### config.mk
export PLATFORM = sky130hd
export DESIGN_NAME = i2s_mix_n
export DESIGN_NICKNAME = d
export VERILOG_FILES = /design/src/rtl/i2s_mix_pkg.sv /design/src/rtl/i2s_slot_rx.sv /design/src/rtl/i2s_mix_n.sv
export SDC_FILE = /design/constraint.sdc
export NUM_CORES = 1
export LEC_CHECK = 0
export CORE_UTILIZATION = 45
export CTS_BUF_LIST = sky130_fd_sc_hd__clkbuf_8
export DETAILED_ROUTE_END_ITERATION = 16
export PLACE_DENSITY = 0.6
export SLEW_MARGIN = 10
export SYNTH_ARGS = -nofsm -noshare
export SYNTH_HDL_FRONTEND = slang
export SYNTH_SLANG_ARGS = --single-unit
### constraint.sdc
create_clock -name sck -period 13.8 [get_ports sck]
set_input_delay 1.38 -clock sck [delete_from_list [all_inputs] [get_ports sck]]
set_output_delay 1.38 -clock sck [all_outputs]
set_load 0.01 [all_outputs]
### src/rtl/i2s_mix_pkg.sv
// Shared defaults, sum-width helper and slot side encoding for the I2S mixer.
package i2s_mix_pkg;

  localparam int unsigned WIDTH_DEF = 24;
  localparam int unsigned NCH_DEF   = 4;

  typedef enum logic {
    LEFT  = 1'b0,
    RIGHT = 1'b1
  } side_e;

  // Enough headroom to add NCH full-scale words without overflow.
  function automatic int unsigned sum_w(input int unsigned width, input int unsigned nch);
    return width + $clog2(nch);
  endfunction

endpackage

### src/rtl/i2s_slot_rx.sv
// Single-channel I2S slot deserialiser: MSB taken on the slot start pulse, then one bit per sck.
module i2s_slot_rx
  import i2s_mix_pkg::*;
#(
  parameter int unsigned WIDTH = WIDTH_DEF
) (
  input  logic             sck,
  input  logic             reset,
  input  logic             sp,
  input  logic             sd,
  output logic [WIDTH-1:0] word
);

  localparam int unsigned CntW = $clog2(WIDTH);

  logic [WIDTH-1:0] word_q;
  logic [CntW-1:0]  cnt_q;
  logic             done_q;

  // done_q parks the counter after bit 0 so long slots leave the word untouched.
  always_ff @(posedge sck) begin
    if (reset) begin
      word_q <= '0;
      cnt_q  <= '0;
      done_q <= 1'b1;
    end else if (sp) begin
      word_q <= {sd, {(WIDTH-1){1'b0}}};
      cnt_q  <= CntW'(WIDTH - 2);
      done_q <= 1'b0;
    end else if (!done_q) begin
      word_q[cnt_q] <= sd;
      if (cnt_q == '0) begin
        done_q <= 1'b1;
      end else begin
        cnt_q <= cnt_q - 1'b1;
      end
    end
  end

  assign word = word_q;

endmodule

### src/rtl/i2s_mix_n.sv
// N-input I2S stereo mixer: sum of enabled channels, arithmetic attenuation, one-frame latency.
// Define I2S_MIX_SAT_EN to clamp the mix and drive clip; otherwise the mix wraps and clip is 0.
module i2s_mix_n
  import i2s_mix_pkg::*;
#(
  parameter int unsigned WIDTH = WIDTH_DEF,
  parameter int unsigned NCH   = NCH_DEF,
  parameter int unsigned ATT_W = 3
) (
  input  logic             sck,
  input  logic             reset,
  input  logic             ws,
  input  logic [NCH-1:0]   sd_in,
  input  logic [NCH-1:0]   ch_en,
  input  logic [ATT_W-1:0] att,
  output logic             sd_out,
  output logic             ws_out,
  output logic             clip
);

  localparam int unsigned SUM_W = sum_w(WIDTH, NCH);

  logic wsd, wsd_q, sp, sp_q, rst_q;

  always_ff @(posedge sck) begin
    rst_q <= reset;
    if (reset) begin
      wsd   <= 1'b0;
      wsd_q <= 1'b0;
      sp_q  <= 1'b0;
    end else begin
      wsd   <= ws;
      wsd_q <= wsd;
      sp_q  <= sp;
    end
  end

  assign sp = wsd ^ wsd_q;

  logic [NCH-1:0][WIDTH-1:0] word;

  for (genvar c = 0; c < NCH; c++) begin : g_rx
    i2s_slot_rx #(
      .WIDTH(WIDTH)
    ) u_rx (
      .sck  (sck),
      .reset(reset),
      .sp   (sp),
      .sd   (sd_in[c]),
      .word (word[c])
    );
  end

  // Hold stage: words of the slot just completed plus the controls that apply to them.
  logic [NCH-1:0][WIDTH-1:0] hold_word;
  logic [NCH-1:0]            hold_en;
  logic [ATT_W-1:0]          hold_att;
  side_e                     hold_side;

  always_ff @(posedge sck) begin
    if (reset) begin
      hold_word <= '0;
      hold_en   <= '0;
      hold_att  <= '0;
      hold_side <= LEFT;
    end else if (sp) begin
      hold_word <= word;
      hold_en   <= ch_en;
      hold_att  <= att;
      hold_side <= side_e'(~wsd);
    end
  end

  logic signed [SUM_W-1:0] sum;
  logic signed [SUM_W-1:0] shifted;
  logic [WIDTH-1:0]        mix_val;

  always_comb begin
    sum = '0;
    for (int c = 0; c < int'(NCH); c++) begin
      if (hold_en[c]) begin
        sum = sum + signed'({{(SUM_W-WIDTH){hold_word[c][WIDTH-1]}}, hold_word[c]});
      end
    end
  end

  assign shifted = sum >>> hold_att;

`ifdef I2S_MIX_SAT_EN
  logic [SUM_W-WIDTH:0] head;
  logic                 sat_hit;

  // The result fits in WIDTH bits only when the head bits are a pure sign extension.
  assign head = shifted[SUM_W-1:WIDTH-1];

  always_comb begin
    sat_hit = 1'b0;
    mix_val = shifted[WIDTH-1:0];
    if (!((&head) || !(|head))) begin
      sat_hit = 1'b1;
      mix_val = shifted[SUM_W-1] ? {1'b1, {(WIDTH-1){1'b0}}} : {1'b0, {(WIDTH-1){1'b1}}};
    end
  end
`else
  logic unused_head;

  assign unused_head = ^shifted[SUM_W-1:WIDTH];
  assign mix_val     = shifted[WIDTH-1:0];
`endif

  logic [WIDTH-1:0] mix_l, mix_r;

  always_ff @(posedge sck) begin
    if (reset) begin
      mix_l <= '0;
      mix_r <= '0;
    end else if (sp_q) begin
      if (hold_side == LEFT) begin
        mix_l <= mix_val;
      end else begin
        mix_r <= mix_val;
      end
    end
  end

`ifdef I2S_MIX_SAT_EN
  logic clip_q;

  always_ff @(posedge sck) begin
    if (reset) begin
      clip_q <= 1'b0;
    end else begin
      clip_q <= sp_q & sat_hit;
    end
  end

  assign clip = clip_q;
`else
  assign clip = 1'b0;
`endif

  // Transmit side. Loading one falling edge after ws_out toggles gives the I2S 1-bit offset.
  logic [WIDTH-1:0] sh_q;
  logic             ws_out_q;

  always_ff @(negedge sck) begin
    if (rst_q) begin
      sh_q     <= '0;
      ws_out_q <= 1'b0;
    end else begin
      ws_out_q <= wsd;
      if (sp_q) begin
        sh_q <= (side_e'(wsd) == RIGHT) ? mix_r : mix_l;
      end else begin
        sh_q <= {sh_q[WIDTH-2:0], 1'b0};
      end
    end
  end

  assign sd_out = sh_q[WIDTH-1];
  assign ws_out = ws_out_q;

endmodule

After elaboration in Yosys (flattened, before gate mapping)
Index checks and enable logic that the tools add are counted.

Register bits after elaboration: 301. Input bits: 14. Output and inout bits: 3. Logic and storage cells: 142.

$add $sub $neg: 7. Order comparisons: 8. Equality and inequality tests: 8. Shift operators: 1. Multiplexer cells: 50. Bitwise operators: 12. Reduce and logical (&&, ||, !) cells: 20.

Operators by type and width (number): $mux W24 (10); $mux W26 (4); $bwmux W24 (4); $add A26 B24 Y26 (3); $mux W5 (12); $sshr A26 B3 Y24 (1); $lt A5 B6 Y1 const B (4); $demux W1 S5 (4); $ge A5 B1 Y1 const B (4); $logic_not A5 Y1 (4); $reduce_and A2 Y1 (10); $sub A5 B1 Y5 const B (4); $mux W1 (16); $ne A2 B2 Y1 const B (6); $not A1 Y1 (11); $logic_and A1 B1 Y1 (4); $ne A2 B1 Y1 const B (2); $reduce_or A2 Y1 (2); $xor A1 B1 Y1 (1).

Logic depth before layout (Yosys ltp)
Gate-level depths: netlist of the first run.

Word-level depth: 8. Mapped depth: 38.

Modules after synthesis
Synthesis of the first run repeated with hierarchy kept, for this count alone.

Cell total of the unflattened synthesis: 2540. Area, all modules: 19841.5 µm².

By module, submodules not included: i2s_mix_n (instances 1, cells an instance 1915, area each 14201.1 µm², sequential area each 3623.5 µm²); i2s_slot_rx at g_rx[0].u_rx ... (instances 3, cells an instance 156, area each 1417.6 µm², sequential area each 600.6 µm²); i2s_slot_rx at g_rx[3].u_rx (instances 1, cells an instance 157, area each 1387.6 µm², sequential area each 600.6 µm²).

==> metrics.txt, run 1 <==
# TYPE chip_impl_metric gauge
chip_impl_metric{name="critical-path-max-stage-delay",unit="ns"} 0.53
chip_impl_metric{name="cts-htree-levels",unit=""} 2
chip_impl_metric{name="p_per_area",unit="mW/mm^2"} 102
chip_impl_metric{name="route.final.wire_length",unit="um"} 57600
chip_impl_metric{name="grt.overflow.total",unit=""} 0
chip_impl_metric{name="setup.reg_to_reg.worst_slack",unit="ns"} 4.73
chip_impl_metric{name="static-leakage-power",unit="nW"} 7.57
chip_impl_metric{name="syn_avg_cell_area",unit="um^2"} 7.46
chip_impl_info{name="cpMaxStageDelayCell",value="sky130_fd_sc_hd__clkdlybuf4s50_1"} 1
chip_impl_metric{name="worstPathBufferInverterCount",unit=""} 1
chip_impl_metric{name="yosys_warnings",unit=""} 0
chip_impl_metric{name="layout-area-overhead-vs-synth",unit="%"} 8.15
chip_impl_metric{name="grt_pass1_vias",unit=""} 16600
chip_impl_metric{name="final_layout_size_suffix_gt1_share",unit="%"} 6.54
chip_impl_info{name="holdCritPathClass",value="flop to flop"} 1
chip_impl_metric{name="place.port_buffers",unit=""} 15
chip_impl_metric{name="yosys_register_bits",unit=""} 301
chip_impl_metric{name="die_area",unit="mm^2"} 0.0435
chip_impl_info{name="cts_tree",value="done"} 1
chip_impl_info{name="clock-root-buffer",value="sky130_fd_sc_hd__clkbuf_8"} 1
chip_impl_metric{name="worst_slew_margin_rel",unit="%"} 22.5
chip_impl_metric{name="worst_setup_hold_path_clk_slew",unit="ns"} 0.08
chip_impl_metric{name="cts-hold-fix-buffers",unit=""} 0
chip_impl_metric{name="hold_viol",unit=""} 0
chip_impl_metric{name="core-area",unit="mm^2"} 0.0420
chip_impl_metric{name="initial_core_util",unit="%"} 45.7
chip_impl_metric{name="drt_pass1_iterations",unit=""} 7
chip_impl_info{name="status",value="completed"} 1
chip_impl_metric{name="maxSlewViolCount",unit=""} 0
chip_impl_metric{name="grt_pass1_wl",unit="um"} 91800
chip_impl_info{name="grt_setup_unrepaired",value="no"} 1
chip_impl_metric{name="synth_enable_flop_cells",unit=""} 0
chip_impl_metric{name="track_usage",unit="%"} 26.2
chip_impl_metric{name="cts-root-to-sink-buffers",unit=""} 3
chip_impl_info{name="cp_top_family",value="buffers and inverters"} 1
chip_impl_metric{name="antenna_cells",unit=""} 0
chip_impl_metric{name="synth.yosys.seq_area_share",unit="%"} 31.4
chip_impl_metric{name="worst-endpoint-arrival",unit="ns"} 8.37
chip_impl_info{name="timing.critical_path.to_type",value="output pin"} 1
chip_impl_metric{name="clkLatencyLatePin",unit="ns"} 0.67
chip_impl_metric{name="floorplan.rows",unit=""} 75
chip_impl_metric{name="totalNegativeSetupSlack",unit="ns"} 0
chip_impl_metric{name="floorplan.die.height",unit="um"} 209
chip_impl_metric{name="vias",unit=""} 18200
chip_impl_metric{name="nFillCells",unit=""} 4187
chip_impl_metric{name="dp.final_hpwl",unit="um"} 41500
chip_impl_metric{name="ant_nets",unit=""} 0
chip_impl_metric{name="worst-endpoint-required",unit="ns"} 12.42
chip_impl_info{name="worst-setup-path-type",value="flop to output pin"} 1
chip_impl_metric{name="maxCapViolCount",unit=""} 0
chip_impl_metric{name="detail_route.vias_per_cell",unit=""} 5.92
chip_impl_metric{name="grt_max_degree",unit=""} 122
chip_impl_metric{name="antenna_found_initial",unit=""} 0
chip_impl_metric{name="fin_nets",unit=""} 2606
chip_impl_metric{name="sequential_cell_area",unit="mm^2"} 0.00603
chip_impl_metric{name="max-vdd-ir-drop",unit="uV"} 90.6
chip_impl_metric{name="wire_per_inst",unit="um"} 18.7
chip_impl_metric{name="gp_congestion",unit=""} 0.977
chip_impl_metric{name="synthesis.nets",unit=""} 2685
chip_impl_metric{name="clock_skews",unit="ns"} 0.0489
chip_impl_metric{name="worstPathMaxFanout",unit=""} 1
chip_impl_metric{name="async_reset_ff_share",unit="%"} 0
chip_impl_metric{name="post_route_drc_violation_count",unit=""} 0
chip_impl_info{name="crit_path_start_kind",value="flop"} 1
chip_impl_metric{name="number_of_ports_placed_on_the_die_boundary",unit=""} 17
chip_impl_metric{name="final_util",unit="%"} 49.4
chip_impl_metric{name="yosysUniqueCellTypes",unit=""} 89
chip_impl_metric{name="postSynthCellCount",unit=""} 2575
chip_impl_metric{name="post_synth_instance_area",unit="mm^2"} 0.0192
chip_impl_metric{name="post_cts_buffers",unit=""} 0
chip_impl_info{name="final_common_cell",value="sky130_fd_sc_hd__nand2_1"} 1
chip_impl_metric{name="post-layout-total-power",unit="mW"} 2.13
chip_impl_info{name="synth-main-ff-cell",value="sky130_fd_sc_hd__dfxtp_1"} 1
chip_impl_metric{name="area_occupied_by_multi_input_gates",unit="mm^2"} 0.0123
chip_impl_metric{name="die_width",unit="um"} 209
chip_impl_info{name="layout_common_cells",value="501 x sky130_fd_sc_hd__nand2_1, 300 x sky130_fd_sc_hd__dfxtp_1, 295 x sky130_fd_sc_hd__a21oi_1"} 1
chip_impl_metric{name="max_slew.worst_pin.slew",unit="ns"} 1.15
chip_impl_metric{name="cts.sink_count",unit=""} 301
chip_impl_metric{name="finalSetupViolCount",unit=""} 0
chip_impl_metric{name="gates_resized_cts_repair",unit=""} 0
chip_impl_metric{name="dr.first_iter.drc_count",unit=""} 1348
chip_impl_metric{name="numCtsBuffers",unit=""} 54
chip_impl_info{name="crit_chain",value="clkdlybuf4s50_1"} 1
worst register-to-register path, cell delays in order (launching register included):
cell                       delay (ns)
sky130_fd_sc_hd__dfxtp_1         0.98
sky130_fd_sc_hd__and2_1          0.28
sky130_fd_sc_hd__ha_1            0.19
sky130_fd_sc_hd__fa_1            0.29
sky130_fd_sc_hd__nor2_1          0.06
sky130_fd_sc_hd__nor3_1          0.81
sky130_fd_sc_hd__o211ai_1        0.39
sky130_fd_sc_hd__and3_1          0.28
sky130_fd_sc_hd__o21ai_0         0.29
sky130_fd_sc_hd__nand2_1         0.14
sky130_fd_sc_hd__ha_1            0.42
sky130_fd_sc_hd__a21oi_1         0.13
sky130_fd_sc_hd__o21ai_0         0.49
sky130_fd_sc_hd__mux2i_1         0.26
sky130_fd_sc_hd__o221ai_1        0.19
sky130_fd_sc_hd__o21ai_0         0.65
sky130_fd_sc_hd__ha_1            0.45
sky130_fd_sc_hd__nand2_1         0.14
sky130_fd_sc_hd__o21ai_0         0.18
sky130_fd_sc_hd__a21boi_0        0.56
sky130_fd_sc_hd__o211ai_1        0.18
sky130_fd_sc_hd__a41oi_1         0.32
sky130_fd_sc_hd__a31oi_1         0.09
sky130_fd_sc_hd__o21a_1          0.19
sky130_fd_sc_hd__mux2_2          0.31
sky130_fd_sc_hd__a221oi_1        0.47
sky130_fd_sc_hd__o21ai_0         0.16
layout make-up:
type | count | share of cell area, %
multi-input combinational | 2038 | 59.2
sequential | 301 | 29.0
clock buffer | 70 | 4.64
tap | 539 | 3.25
clock inverter | 52 | 1.68
timing repair buffer | 33 | 1.42
inverter | 43 | 0.777
layer usage:
| metal | GRT usage, % | up-vias | part of all wire, % |
|---|---|---|---|
| met1 | 37.0 | 8580 | 47 |
| met2 | 40.0 | 513 | 43 |
| met5 | 0 | - | 0 |
| met4 | 9.91 | 0 | 3.4 |
| li1 | - | 9016 | - |
| met3 | 4.16 | 100 | 6.1 |
logic make-up (layout without fill, tap and decap cells):
| group | count (synthesis) | in the layout | share of synthesized area (%) |
|---|---|---|---|
| adders and majority gates | 97 | 97 | 6.43 |
| buffers and inverters | 236 | 198 | 4.75 |
| muxes | 106 | 106 | 6.24 |
| and+or+nand+nor | 1071 | 1071 | 25.2 |
| xor gates and xnor gates | 54 | 54 | 2.57 |
| DFF | 301 | 301 | 31.4 |
| AOI/OAI and AO/OA | 709 | 709 | 23.4 |
| other | 1 | 1 | 0.0195 |
worst paths after layout:
kind,start,to,depth (start not counted)
worst max-delay path,ws_out,ws_out,1
worst min-delay path,g_rx[1].u_rx.word[8],hold_word[32],2
worst max register to register,hold_en[0],mix_r[21],26
worst min register to register,g_rx[1].u_rx.word[8],hold_word[32],2
Yosys cell counts, types with 10 or more instances:
master | instances | area (um^2)
sky130_fd_sc_hd__mux2_2 | 16 | 180
sky130_fd_sc_hd__a211o_1 | 10 | 87.6
sky130_fd_sc_hd__a21oi_1 | 295 | 1480
sky130_fd_sc_hd__nand3_1 | 130 | 651
sky130_fd_sc_hd__nand4_1 | 23 | 144
sky130_fd_sc_hd__nor2_1 | 182 | 683
sky130_fd_sc_hd__o21a_1 | 20 | 150
sky130_fd_sc_hd__o221ai_1 | 11 | 96.3
sky130_fd_sc_hd__and3_1 | 20 | 125
sky130_fd_sc_hd__or3_1 | 16 | 100
sky130_fd_sc_hd__ha_1 | 93 | 1160
sky130_fd_sc_hd__buf_1 | 28 | 105
sky130_fd_sc_hd__and2_1 | 32 | 200
sky130_fd_sc_hd__nor3_1 | 50 | 250
sky130_fd_sc_hd__a31oi_1 | 24 | 150
sky130_fd_sc_hd__a211oi_1 | 51 | 383
sky130_fd_sc_hd__nand2_1 | 502 | 1880
sky130_fd_sc_hd__nand2b_1 | 33 | 206
sky130_fd_sc_hd__dfxtp_1 | 301 | 6030
sky130_fd_sc_hd__mux2i_1 | 80 | 801
sky130_fd_sc_hd__nor3b_1 | 19 | 143
sky130_fd_sc_hd__nand3b_1 | 13 | 97.6
sky130_fd_sc_hd__o211ai_1 | 26 | 195
sky130_fd_sc_hd__o21ai_0 | 111 | 556
sky130_fd_sc_hd__xor2_1 | 27 | 236
sky130_fd_sc_hd__a21o_1 | 21 | 158
sky130_fd_sc_hd__o22ai_1 | 13 | 81.3
sky130_fd_sc_hd__nor2b_1 | 26 | 163
sky130_fd_sc_hd__inv_1 | 42 | 158
sky130_fd_sc_hd__o31ai_1 | 21 | 158
sky130_fd_sc_hd__clkbuf_1 | 157 | 589
sky130_fd_sc_hd__xnor2_1 | 25 | 219
where the power goes:
part	total, mW	internal, mW	switching [mW]
combinational	0.251	0.0775	0.174
clock	0.960	0.558	0.403
sequential	0.916	0.891	0.0249
per-stage QoR:
step,hold slack (ns),instance area (um^2),instances,setup slack (ns)
final,0.424,20800,3076,4.05
after global routing,0.457,20800,3076,4.00
after CTS,0.438,20800,3076,4.03
after detailed placement,0.446,19500,2955,4.71
after global placement,0.438,19500,2955,4.70
after floorplan,0.427,19200,2575,5.19
registers in the layout, indices dropped and copies added (netlist names):
register and flops:
hold_side 1, mix_l 24, sh_q 24, hold_en 4
wsd_q 1, hold_word 96, wsd 1, g_rx.u_rx.done_q 4
sp_q 1, mix_r 24, g_rx.u_rx.word 96, hold_att 3
ws_out 1, rst_q 1, g_rx.u_rx.cnt_q 20
Power figures use the tool's default switching activity.
==> run 2: changes to the inputs <==
==> constraint.sdc (replaced) <==
create_clock -name sck -period 9.8 [get_ports sck]
set_input_delay 0.98 -clock sck [delete_from_list [all_inputs] [get_ports sck]]
set_output_delay 0.98 -clock sck [all_outputs]
set_load 0.01 [all_outputs]
==> metrics.txt, run 2 (same netlist as run 1, synthesis figures left out) <==
# TYPE chip_impl_metric gauge
chip_impl_metric{name="worst_setup_hold_path_clk_slew",unit="ns"} 0.08
chip_impl_metric{name="maxCapViolCount",unit=""} 0
chip_impl_metric{name="place.port_buffers",unit=""} 15
chip_impl_metric{name="critical-path-max-stage-delay",unit="ns"} 0.60
chip_impl_info{name="crit_path_start_kind",value="flop"} 1
chip_impl_metric{name="dr.first_iter.drc_count",unit=""} 1731
chip_impl_metric{name="grt_max_degree",unit=""} 85
chip_impl_metric{name="antenna_cells",unit=""} 0
chip_impl_metric{name="max_slew.worst_pin.slew",unit="ns"} 1.21
chip_impl_metric{name="grt_pass1_vias",unit=""} 17100
chip_impl_metric{name="clkLatencyLatePin",unit="ns"} 0.63
chip_impl_metric{name="floorplan.die.height",unit="um"} 209
chip_impl_metric{name="cts.sink_count",unit=""} 301
chip_impl_metric{name="grt.met3_usage",unit="%"} 3.43
chip_impl_info{name="holdCritPathClass",value="flop to flop"} 1
chip_impl_info{name="cpMaxStageDelayCell",value="sky130_fd_sc_hd__nor3_1"} 1
chip_impl_metric{name="worst-endpoint-arrival",unit="ns"} 8.65
chip_impl_metric{name="route.final.wire_length",unit="um"} 58800
chip_impl_metric{name="post-layout-total-power",unit="mW"} 2.84
chip_impl_metric{name="antenna_found_initial",unit=""} 0
chip_impl_metric{name="groute.layer.met2.usage",unit="%"} 42.0
chip_impl_metric{name="worst_hold_path.num_cells",unit=""} 2
chip_impl_metric{name="layout-area-overhead-vs-synth",unit="%"} 7.36
chip_impl_metric{name="wire_per_inst",unit="um"} 19.1
chip_impl_metric{name="worst_hold_slack",unit="ns"} 0.442
chip_impl_metric{name="min_period_over_period",unit="%"} 82.9
chip_impl_info{name="clock-root-buffer",value="sky130_fd_sc_hd__clkbuf_8"} 1
chip_impl_metric{name="die_width",unit="um"} 209
chip_impl_metric{name="dp.final_hpwl",unit="um"} 43200
chip_impl_metric{name="grt.overflow.total",unit=""} 0
chip_impl_info{name="globalRoute.busiestLayer",value="met2"} 1
chip_impl_info{name="grt_setup_unrepaired",value="no"} 1
chip_impl_info{name="timing.critical_path.to_type",value="flop"} 1
chip_impl_metric{name="vias",unit=""} 18300
chip_impl_metric{name="fin_nets",unit=""} 2606
chip_impl_metric{name="period_minus_slack",unit="ns"} 8.12
chip_impl_info{name="worst-setup-path-type",value="flop to flop"} 1
chip_impl_metric{name="static-leakage-power",unit="nW"} 7.49
chip_impl_info{name="status",value="completed"} 1
chip_impl_metric{name="worst_slew_margin_rel",unit="%"} 18.4
chip_impl_info{name="reg2reg_from",value="hold_en[0]"} 1
chip_impl_metric{name="rr_worst_depth",unit=""} 29
chip_impl_metric{name="setup.reg_to_reg.worst_slack",unit="ns"} 1.68
chip_impl_metric{name="cts-root-to-sink-buffers",unit=""} 3
chip_impl_metric{name="hold_viol",unit=""} 0
chip_impl_metric{name="cts-hold-fix-buffers",unit=""} 0
chip_impl_metric{name="clock_skews",unit="ns"} 0.0506
chip_impl_metric{name="post_cts_buffers",unit=""} 0
chip_impl_metric{name="worst-endpoint-required",unit="ns"} 10.32
chip_impl_metric{name="maxSlewViolCount",unit=""} 0
chip_impl_metric{name="worstPathMaxFanout",unit=""} 36
chip_impl_info{name="hp-start",value="g_rx[3].u_rx.word[18]"} 1
chip_impl_metric{name="detail_route.vias_per_cell",unit=""} 5.96
chip_impl_metric{name="numCtsBuffers",unit=""} 52
chip_impl_metric{name="achievable-frequency",unit="MHz"} 123
chip_impl_metric{name="drt_pass1_iterations",unit=""} 6
chip_impl_metric{name="initial_core_util",unit="%"} 45.7
chip_impl_metric{name="cts-htree-levels",unit=""} 2
chip_impl_info{name="critical_path.most_common_cell",value="sky130_fd_sc_hd__o21ai_0"} 1
chip_impl_info{name="final_common_cell",value="sky130_fd_sc_hd__nand2_1"} 1
chip_impl_info{name="hold_path_end",value="hold_word[90]"} 1
chip_impl_metric{name="ant_nets",unit=""} 0
chip_impl_metric{name="number_of_ports_placed_on_the_die_boundary",unit=""} 17
chip_impl_metric{name="finalSetupViolCount",unit=""} 0
chip_impl_metric{name="gp_congestion",unit=""} 1.05
chip_impl_metric{name="gates_resized_cts_repair",unit=""} 0
chip_impl_metric{name="totalNegativeSetupSlack",unit="ns"} 0
chip_impl_metric{name="grt.met1_usage",unit="%"} 37.8
chip_impl_metric{name="floorplan.rows",unit=""} 75
chip_impl_metric{name="max-vdd-ir-drop",unit="uV"} 159
chip_impl_metric{name="grt_pass1_wl",unit="um"} 94200
chip_impl_metric{name="p_per_area",unit="mW/mm^2"} 138
chip_impl_info{name="cts_tree",value="done"} 1
chip_impl_info{name="r2r-end",value="mix_l[17]"} 1
chip_impl_info{name="layout_common_cells",value="501 x sky130_fd_sc_hd__nand2_1, 300 x sky130_fd_sc_hd__dfxtp_1, 295 x sky130_fd_sc_hd__a21oi_1"} 1
chip_impl_metric{name="post_route_drc_violation_count",unit=""} 0
chip_impl_metric{name="die_area",unit="mm^2"} 0.0435
chip_impl_metric{name="final_layout_size_suffix_gt1_share",unit="%"} 6.24
chip_impl_metric{name="track_usage",unit="%"} 26.9
chip_impl_metric{name="core-area",unit="mm^2"} 0.0420
[run 2: cell types whose count changed in the layout (fill, tap and decap cells not counted), moves of 2 or more]
cell,delta
sky130_fd_sc_hd__clkbuf_8,-7
sky130_fd_sc_hd__clkinvlp_4,+3
sky130_fd_sc_hd__clkinv_2,-4
sky130_fd_sc_hd__inv_1,+3
sky130_fd_sc_hd__bufinv_16,-3
sky130_fd_sc_hd__buf_4,+3
sky130_fd_sc_hd__clkinv_1,+2
[run 2: final cells by class]
cell class,count,area (um^2)
well taps,539,674
repair buffers,35,298
inverters,43,161
clock buffers,63,867
multi-input cells,2038,12300
clock inverters,54,290
fillers,4235,21400
flip-flops and latches,301,6030
[run 2: power by group]
group          switching (mW)  total (mW)  internal [mW]
logic                   0.246       0.355          0.109
registers              0.0330        1.29           1.25
clock network           0.551        1.20          0.648
[run 2: worst max-delay path, delay by kind of cell (launching register included)]
kind	cells	cell delay (ns)
xor gates and xnor gates	1	0.11
muxes	3	0.91
and+or+nand+nor	7	1.65
DFF	1	0.31
adders and majority gates	4	1.33
AOI/OAI and AO/OA	12	3.30
buffers and inverters	2	0.43
[run 2: how the worst max path moves through the flow]
stage / startpoint / endpoint / slack [ns] / depth (start not counted)
finish: hold_en[0] / mix_l[17] / 1.68 / 29
detailed placement: hold_en[0] / mix_r[17] / 1.90 / 29
global placement: hold_en[0] / mix_r[21] / 2.02 / 27
floorplan: hold_en[0] / mix_l[17] / 2.67 / 32
CTS: hold_en[0] / mix_r[17] / 1.84 / 29
global route: hold_en[0] / mix_r[17] / 1.08 / 29
[run 2: through the flow]
stage          instances  instance area, um^2  setup slack (ns)  utilization, %
2_1_floorplan       2575                19200              2.67               -
3_3_place_gp        2957                19500              2.02            46.3
3_5_place_dp        2957                19500              1.90            46.3
4_1_cts             3073                20600              1.84            49.1
5_1_grt             3073                20600              1.08            49.1
6_report            3073                20600              1.68            49.1
[run 2: routing by layer]
metal	part of all wire (%)	vias up	wire (um)
met5	0	-	0
met4	3.0	0	1760
met3	5.2	88	3060
met2	44	522	26000
met1	48	8690	28000
li1	-	9017	-
